**src/rtl/wt_cache_pkg.sv**
```systemverilog
// Shared types for the write-through dcache miss path: miss request payload, arbiter states.
// Latency: n/a (types and helpers only).
// Backpressure: n/a.
package wt_cache_pkg;

  // Minimal core configuration record; the arbiter only carries it through.
  typedef struct packed {
    logic [31:0] xlen;
    logic [31:0] plen;
  } cva6_cfg_t;

  localparam cva6_cfg_t cva6_cfg_empty = '0;

  typedef struct packed {
    logic [55:0] paddr;
    logic [2:0]  size;
    logic        we;
    logic        nc;
    logic [3:0]  id;
    logic [63:0] wdata;
    logic [7:0]  wuser;
  } miss_req_t;

  typedef enum logic {
    IDLE  = 1'b0,
    GRANT = 1'b1
  } arb_state_e;

  // Next round-robin position after idx, wrapping at n.
  function automatic int unsigned wrap_inc(input int unsigned idx, input int unsigned n);
    return (idx + 32'd1 >= n) ? 32'd0 : idx + 32'd1;
  endfunction

endpackage

```
**src/rtl/wt_dcache_rr_pick.sv**
```systemverilog
// Masked round-robin picker: first set request at or after ptr, wrapping around.
// Latency: purely combinational.
// Backpressure: none; the caller decides whether the pick is used.
module wt_dcache_rr_pick #(
  parameter int unsigned N  = 4,
  parameter int unsigned IW = (N > 1) ? $clog2(N) : 1
) (
  input  logic [N-1:0]  req,
  input  logic [IW-1:0] ptr,
  output logic          vld,
  output logic [N-1:0]  onehot,
  output logic [IW-1:0] idx
);

  // Scan N positions starting at ptr; the first requester found wins.
  always_comb begin
    int unsigned c;
    c      = 0;
    vld    = 1'b0;
    onehot = '0;
    idx    = '0;
    for (int unsigned i = 0; i < N; i++) begin
      c = 32'(ptr) + i;
      if (c >= N) c = c - N;
      if (!vld && req[IW'(c)]) begin
        vld             = 1'b1;
        onehot[IW'(c)]  = 1'b1;
        idx             = IW'(c);
      end
    end
  end

endmodule

```
**src/rtl/wt_dcache_miss_arb.sv**
```systemverilog
// Arbitrates NumPorts requesters onto the single miss-unit channel (starved > high-prio RR > low-prio RR).
// Latency: grant registered 1 cycle after arbitration; req_ack_o is combinational with miss_ack_i; max 1 grant / 2 cycles.
// Backpressure: granted payload held stable until miss_ack_i; flush_i blocks new grants. Optional WT_DCACHE_MISS_ARB_PERF_EN adds counters.
module wt_dcache_miss_arb
  import wt_cache_pkg::*;
#(
  parameter cva6_cfg_t   CVA6Cfg     = cva6_cfg_empty,
  parameter int unsigned NumPorts    = 4,
  parameter int unsigned StarveLimit = 15
) (
  input  logic                          clk_i,
  input  logic                          rst_i,
  input  logic                          flush_i,
  output logic                          flush_idle_o,
  input  logic [NumPorts-1:0]           req_prio_i,
  input  logic [NumPorts-1:0]           req_i,
  input  miss_req_t [NumPorts-1:0]      req_data_i,
  output logic [NumPorts-1:0]           req_ack_o,
  output logic                          miss_req_o,
  input  logic                          miss_ack_i,
  output miss_req_t                     miss_data_o,
  output logic [$clog2(NumPorts)-1:0]   miss_port_o
`ifdef WT_DCACHE_MISS_ARB_PERF_EN
  ,
  output logic [NumPorts-1:0][31:0]     grant_cnt_o,
  output logic [31:0]                   starve_cnt_o
`endif
);

  localparam int unsigned PW = $clog2(NumPorts);
  localparam int unsigned CW = $clog2(StarveLimit + 1);

  arb_state_e          state_q;
  logic [PW-1:0]       rr_ptr_hi_q, rr_ptr_lo_q;
  logic [CW-1:0]       wait_cnt_q [NumPorts];

  logic [NumPorts-1:0] starved, st_oh, hi_req, lo_req, hi_oh, lo_oh, win_oh, grant_hold;
  logic [PW-1:0]       st_idx, hi_idx, lo_idx, win_idx, next_ptr;
  logic                hi_vld, lo_vld, arb_go, win_prio;

  assign hi_req = req_i & req_prio_i;
  assign lo_req = req_i & ~req_prio_i;
  assign st_oh  = starved & (~starved + 1'b1);

  wt_dcache_rr_pick #(.N(NumPorts), .IW(PW)) i_pick_hi (
    .req    (hi_req),
    .ptr    (rr_ptr_hi_q),
    .vld    (hi_vld),
    .onehot (hi_oh),
    .idx    (hi_idx)
  );

  wt_dcache_rr_pick #(.N(NumPorts), .IW(PW)) i_pick_lo (
    .req    (lo_req),
    .ptr    (rr_ptr_lo_q),
    .vld    (lo_vld),
    .onehot (lo_oh),
    .idx    (lo_idx)
  );

  // Ports that have waited StarveLimit cycles; the lowest such index is picked first.
  always_comb begin
    starved = '0;
    st_idx  = '0;
    for (int k = 0; k < NumPorts; k++) begin
      starved[k] = req_i[k] && (wait_cnt_q[k] == CW'(StarveLimit));
    end
    for (int k = NumPorts - 1; k >= 0; k--) begin
      if (starved[k]) st_idx = PW'(k);
    end
  end

  // Winner: starved ports, then high class, then low class (lo_vld implied when nothing else requests).
  always_comb begin
    win_oh  = lo_oh;
    win_idx = lo_idx;
    if (|starved) begin
      win_oh  = st_oh;
      win_idx = st_idx;
    end else if (hi_vld) begin
      win_oh  = hi_oh;
      win_idx = hi_idx;
    end
  end

  assign win_prio     = req_prio_i[win_idx];
  assign next_ptr     = PW'(wrap_inc(32'(win_idx), NumPorts));
  assign arb_go       = (state_q == IDLE) && !flush_i && (|req_i) && (lo_vld || hi_vld);
  assign grant_hold   = (state_q == GRANT) ? (NumPorts'(1) << miss_port_o) : '0;
  assign req_ack_o    = miss_ack_i ? grant_hold : '0;
  assign flush_idle_o = flush_i && (state_q == IDLE) && !rst_i;

  // Grant FSM: latch the winner's payload and hold it until the miss unit acknowledges.
  always_ff @(posedge clk_i or posedge rst_i) begin
    if (rst_i) begin
      state_q     <= IDLE;
      miss_req_o  <= 1'b0;
      miss_data_o <= '0;
      miss_port_o <= '0;
      rr_ptr_hi_q <= '0;
      rr_ptr_lo_q <= '0;
    end else begin
      case (state_q)
        IDLE: begin
          if (arb_go) begin
            state_q     <= GRANT;
            miss_req_o  <= 1'b1;
            miss_data_o <= req_data_i[win_idx];
            miss_port_o <= win_idx;
            if (win_prio) rr_ptr_hi_q <= next_ptr;
            else          rr_ptr_lo_q <= next_ptr;
          end
        end
        GRANT: begin
          if (miss_ack_i) begin
            state_q    <= IDLE;
            miss_req_o <= 1'b0;
          end
        end
        default: state_q <= IDLE;
      endcase
    end
  end

  // Per-port wait age: grows while waiting, pinned at StarveLimit, cleared on grant or release.
  always_ff @(posedge clk_i or posedge rst_i) begin
    if (rst_i) begin
      for (int k = 0; k < NumPorts; k++) wait_cnt_q[k] <= '0;
    end else begin
      for (int k = 0; k < NumPorts; k++) begin
        if (!req_i[k] || (arb_go && win_oh[k]) || grant_hold[k]) begin
          wait_cnt_q[k] <= '0;
        end else if (wait_cnt_q[k] != CW'(StarveLimit)) begin
          wait_cnt_q[k] <= wait_cnt_q[k] + 1'b1;
        end
      end
    end
  end

`ifdef WT_DCACHE_MISS_ARB_PERF_EN
  // Grant statistics, counted when a grant is issued; wrap on overflow.
  always_ff @(posedge clk_i or posedge rst_i) begin
    if (rst_i) begin
      grant_cnt_o  <= '0;
      starve_cnt_o <= '0;
    end else if (arb_go) begin
      grant_cnt_o[win_idx] <= grant_cnt_o[win_idx] + 32'd1;
      if (|starved) starve_cnt_o <= starve_cnt_o + 32'd1;
    end
  end
`endif

  // Requesters hold their request until acknowledged; the miss unit only acks an outstanding grant.
  assert property (@(posedge clk_i) disable iff (rst_i) (state_q == GRANT) |-> req_i[miss_port_o]);
  assert property (@(posedge clk_i) disable iff (rst_i) miss_ack_i |-> (state_q == GRANT));

endmodule

```
**config.mk**
```make
export PLATFORM = sky130hd
export DESIGN_NAME = wt_dcache_miss_arb
export DESIGN_NICKNAME = d
export VERILOG_FILES = /design/src/rtl/wt_cache_pkg.sv /design/src/rtl/wt_dcache_rr_pick.sv /design/src/rtl/wt_dcache_miss_arb.sv
export SDC_FILE = /design/constraint.sdc
export NUM_CORES = 1
export LEC_CHECK = 0
export ABC_CLOCK_PERIOD_IN_PS = 7500
export CAP_MARGIN = 10
export CORE_AREA = 2 2 273 275
export DETAILED_ROUTE_END_ITERATION = 16
export DIE_AREA = 0 0 275 277
export GPL_TIMING_DRIVEN = 0
export PLACE_DENSITY = 0.54
export SYNTH_ARGS = -nofsm -noshare
export SYNTH_HDL_FRONTEND = slang
export SYNTH_SLANG_ARGS = --single-unit
export TNS_END_PERCENT = 50
```
**constraint.sdc**
```tcl
create_clock -name clk_i -period 7.5 [get_ports clk_i]
set_input_delay 1.875 -clock clk_i [delete_from_list [all_inputs] [get_ports clk_i]]
set_output_delay 1.875 -clock clk_i [all_outputs]
set_load 0.1 [all_outputs]
```
Word level (Yosys, flattened, before mapping)
Index checks and enable logic that the tools add are counted.

storage, ports and cells
  flip-flop bits (word level) = 161
  bits of input ports = 560
  output and inout port bits = 145
  word-level logic and storage cells = 237

operators by class
  add/subtract/negate cells = 20
  $lt $le $gt $ge = 26
  equality and inequality tests = 10
  shift operators = 1
  multiplexer cells = 93
  bitwise gates (word level) = 13
  reductions and logical operators = 58

operators by type and width
  kind                                                                number
  binary-select mux 137 bit (select 2 bit)                            1
  2-to-1 mux 137 bit                                                  1
  2-to-1 mux 4 bit                                                    20
  2-to-1 mux 2 bit                                                    23
  2-to-1 mux 1 bit                                                    29
  logical AND 1 bit                                                   27
  < comparator 2 x 3 -> 1 bit (second input constant)                 9
  OR 4 bit                                                            6
  greater-or-equal comparator 3 bit (second input constant)           7
  adder 4 x 1 -> 4 bit (second input constant)                        5
  binary-select mux 1 bit (select 2 bit)                              9
  demux 1 bit (select 2 bit)                                          8
  equality test 4 bit (second input constant)                         4
  greater-or-equal comparator 2 x 1 -> 1 bit (second input constant)  8
  != test 4 bit (second input constant)                               4
  subtractor 2 x 1 -> 2 bit (second input constant)                   8
  adder 2 x 2 -> 3 bit (second input constant)                        4
  AND 4 bit                                                           3
  logical NOT 1 bit                                                   12
  adder 2 x 1 -> 3 bit (second input constant)                        3
  logical OR 1 bit                                                    9
  inverter 4 bit                                                      2
  nonzero test 2 bit                                                  4
  OR reduction 4 bit                                                  2
  other kinds (7)                                                     13

Depth between registers and ports, before layout
  depth after elaboration = 20
  mapped depth = 14
  depth with buffers taken out = 10

Modules after synthesis
Synthesis repeated with hierarchy kept, for this count alone.

second synthesis, totals
  cell total of the unflattened synthesis = 1333
  area total of the unflattened synthesis = 11489.8 um2

by module, submodules not included
  module              instances  cells each  area each (um2)  seq. area each (um2)
  wt_dcache_miss_arb  1          1243        10651.5          4028.9
  wt_dcache_rr_pick   2          45          419.2            0.0

Worst setup path after synthesis
No wires, ideal clock.

  path type = input to output
  start = input rst_i
  end = output flush_idle_o
  arrival time = 6.322 ns
  required time = 5.625 ns
  setup slack = -0.697 ns
  cell stages on the path = 2
  path buffers = 0
  cell sequence = inv_1 and3_1

between the ends
  cells in the longest elaborated chain, start to end = 2

ends and longest elaborated chain
  what                                RTL line                  text
  from (decl)                         wt_dcache_miss_arb.sv:12  input logic rst_i,
  logical NOT 1 bit (no source line)  --
  logical AND 1 bit                   wt_dcache_miss_arb.sv:91  assign flush_idle_o = flush_i && (state_q == IDLE) && !rst_i;
  to (decl)                           wt_dcache_miss_arb.sv:14  output logic flush_idle_o,

No other way between the ends.

Final worst setup path
Same ends and word-level chain as after synthesis.

==> results.py <==
metrics = {
    "status": {
        "outcome": "finished, final reports clean",
    },
    "sta": {
        "finalCritPeriodShare": 0.8214,
        "fin_crit_ps": 6161,
        "whs_ps": 476.8,
        "layout_setup_ws_ps": 1339,
        "rsz0062_at_grt": "false",
        "skew_ps": 19.73,
        "final-max-slew-violation-count": 0,
        "max-slew-margin-rel": 0.1939,
        "hold_viol": 0,
        "max_freq_mhz": 162.3,
        "finalSetupViolCount": 0,
        "tightest_slew_ps": 1202,
    },
    "synth": {
        "synth_area_sq_um": 11440,
        "synthFlopType": "dfrtp_1",
        "ys_types": 62,
        "yosysWarningCount": 0,
        "async_flop_share": 1.000,
        "synth_edf_count": 0,
        "ys_ff_latch": 161,
        "synth_seq_area_share": 0.3523,
        "avgSynthCellArea_sq_um": 8.181,
        "synth_cells": 1398,
        "syn-num-nets": 1978,
    },
    "route": {
        "avgViaCountPerCell": 4.571,
        "wl_microns": 71660,
        "drc": 0,
        "drt_first_pass_iters": 6,
        "drt_iter0_drc": 839,
        "vias": 14250,
        "antenna_left": 0,
        "wl_per_cell_microns": 22.98,
    },
    "clock_network": {
        "cts_tree": "done",
        "numCtsBuffers": 17,
        "clk_pin_slew_ps": 70,
        "clk_latency_ps": 490,
        "cts_buffer_depth": 2,
        "cts_resized": 0,
        "clock-sinks": 161,
        "post_cts_buffers": 0,
        "cts.htree.levels": 4,
        "cts_hold_buf": 0,
        "cts_root_buf": "clkbuf_16",
    },
    "layout": {
        "fin_nets": 2709,
        "final_layout_size_suffix_gt1_frac": 0.04342,
        "stdcell_count": 3118,
        "syn2layout_area_growth_pct": 79.06,
        "fin_util": 0.2784,
        "nFillCells": 7875,
    },
    "place": {
        "dpl.hpwl_microns": 58460,
        "finalWeightedCongestion": 0.9389,
        "io_buffers": 702,
        "post-place-ws_ps": 1029,
        "dp_cells": 3077,
    },
    "worst_setup_path": {
        "arrival_ps": 4290,
        "crit_type": "in2out",
        "cp-end-kind": "output port",
        "slowest_stage": "clkdlybuf4s50_1",
        "required_ps": 5620,
        "critPathMaxFanout": 20,
        "crit_top_cell": "clkdlybuf4s50_1",
        "start_kind": "primary input",
        "worst_path_largest_cell_delay_ps": 980,
        "path_cells": "clkdlybuf4s50_1, clkinvlp_4, buf_12, and3_1, clkdlybuf4s50_1",
    },
    "global_routing": {
        "antenna_found_initial": 12,
        "grt_pass1_vias": 14990,
        "grt_max_degree": 38,
        "grt-ovfl-total": 0,
        "gr-usage-all-layers": 0.1847,
        "grt_first_pass_wirelength_microns": 101900,
    },
    "floorplan": {
        "die_h_microns": 277,
        "num_rows": 100,
        "die_w_microns": 275,
        "ioPinCount": 705,
        "die_area_sq_um": 76180,
        "core_sq_um": 73570,
        "start_util": 0.1555,
    },
    "power": {
        "p_per_area_nw_per_um2": 482.2,
        "vdd_drop_max_uv": 407.0,
        "p_total_uw": 9876,
        "leakage_uw": 0.008381,
    },
    "worst_hold_path": {
        "hp-class": "reg2reg",
    },
    "run": {
        "drv_cap": 0,
    },
}
==> critical path: cells and delay by family <==
kind	cells	cell delay, ps
buffers and inverters	4	2140
and+or+nand+nor	1	240
==> cell families after synthesis <==
logic type                 Yosys count  synth area share
adders and majority gates           20           0.02188
DFF                                161            0.3523
and+or+nand+nor                    675            0.2801
xor gates and xnor gates             2          0.001532
muxes                               76           0.07122
buffers and inverters              134           0.05525
AOI/OAI and AO/OA                  330            0.2178
==> synthesized netlist by cell type, types with 4 or more instances <==
| master | n | area (sq um) |
|---|---|---|
| nand2_1 | 375 | 1408 |
| a21oi_1 | 10 | 50.05 |
| a211o_1 | 5 | 43.79 |
| nor3b_1 | 4 | 30.03 |
| nor2b_1 | 5 | 31.28 |
| nor3_1 | 11 | 55.05 |
| o21ai_0 | 17 | 85.08 |
| buf_4 | 14 | 105.1 |
| ha_1 | 20 | 250.2 |
| mux4_2 | 4 | 90.09 |
| buf_2 | 13 | 65.06 |
| a31oi_1 | 5 | 31.28 |
| o221ai_1 | 32 | 280.3 |
| nand3_1 | 16 | 80.08 |
| clkbuf_1 | 83 | 311.6 |
| and2_1 | 109 | 681.9 |
| a211oi_1 | 107 | 803.3 |
| inv_1 | 13 | 48.80 |
| mux2i_1 | 69 | 690.7 |
| a221oi_1 | 5 | 43.79 |
| dfrtp_1 | 161 | 4029 |
| nand4_1 | 8 | 50.05 |
| nor2_1 | 25 | 93.84 |
| nand2b_1 | 5 | 31.28 |
| buf_6 | 8 | 90.09 |
| o31ai_1 | 107 | 803.3 |
| and3_1 | 110 | 688.2 |
==> layout make-up <==
type / instances / area, sq um / share of cell area
buffer: 120 / 579.3 / 0.02829
antenna: 7 / 17.52 / 0.0008553
clock inverter: 15 / 166.4 / 0.008126
inverter: 14 / 56.30 / 0.002749
sequential: 161 / 4029 / 0.1967
clock buffer: 17 / 425.4 / 0.02077
multi-input combinational: 1103 / 6787 / 0.3314
tap: 969 / 1212 / 0.05920
timing repair buffer: 712 / 7207 / 0.3519
==> metrics by stage <==
step                cell area [sq um]  TNS (ps)
floorplan                       11440         0
global placement                19680     -2511
detailed placement              19840         0
CTS                             20430         0
global route                    20480         0
finish                          20480         0
==> layer usage <==
metal,track usage,vias up,wire (microns)
li1,-,6499,-
met1,0.2168,6905,28940
met2,0.3133,729,34570
met3,0.05220,114,5652
met4,0.07665,6,2449
met5,0,-,44
==> power by group <==
group / internal [uW] / leakage, uW / total, uW / switching, uW
clock network: 473 / 0.000285 / 939 / 467
logic: 2090 / 0.00609 / 7390 / 5300
registers: 1260 / 0.00200 / 1550 / 286
==> state kept, by name (all words and copies together) (netlist names) <==
signal and count:
miss_data_o 137, wait_cnt_q 16, miss_port_o 2, rr_ptr_hi_q 2
rr_ptr_lo_q 2, miss_req_o 1, state_q 1
==> final timing paths <==
kind | depth (start not counted) | end | slack [ps] | startpoint
worst min register to register | 2 | miss_data_o[21]$_DFFE_PP0P_ | 480 | miss_data_o[21]$_DFFE_PP0P_
min in group asynchronous | 2 | miss_data_o[73]$_DFFE_PP0P_ | 1710 | rst_i
worst min-delay path | 2 | miss_data_o[21]$_DFFE_PP0P_ | 480 | miss_data_o[21]$_DFFE_PP0P_
max in group asynchronous | 5 | miss_data_o[69]$_DFFE_PP0P_ | 4790 | rst_i
worst max-delay path | 5 | flush_idle_o | 1340 | rst_i
worst max register to register | 14 | miss_data_o[117]$_DFFE_PP0P_ | 2340 | rr_ptr_lo_q[1]$_DFFE_PP0P_
==> placed cells by master (no fill, tap or decap), types with 12 or more instances in the layout <==
master,instances
clkdlybuf4s50_1,702
nand2_1,375
dfrtp_1,161
and3_1,110
and2_1,109
o31ai_1,107
a211oi_1,105
clkbuf_1,83
mux2i_1,69
o221ai_1,32
nor2_1,25
ha_1,20
o21ai_0,17
clkbuf_16,17
nand3_1,16
buf_4,14
buf_2,13
inv_1,12
Power figures use the tool's default switching activity.
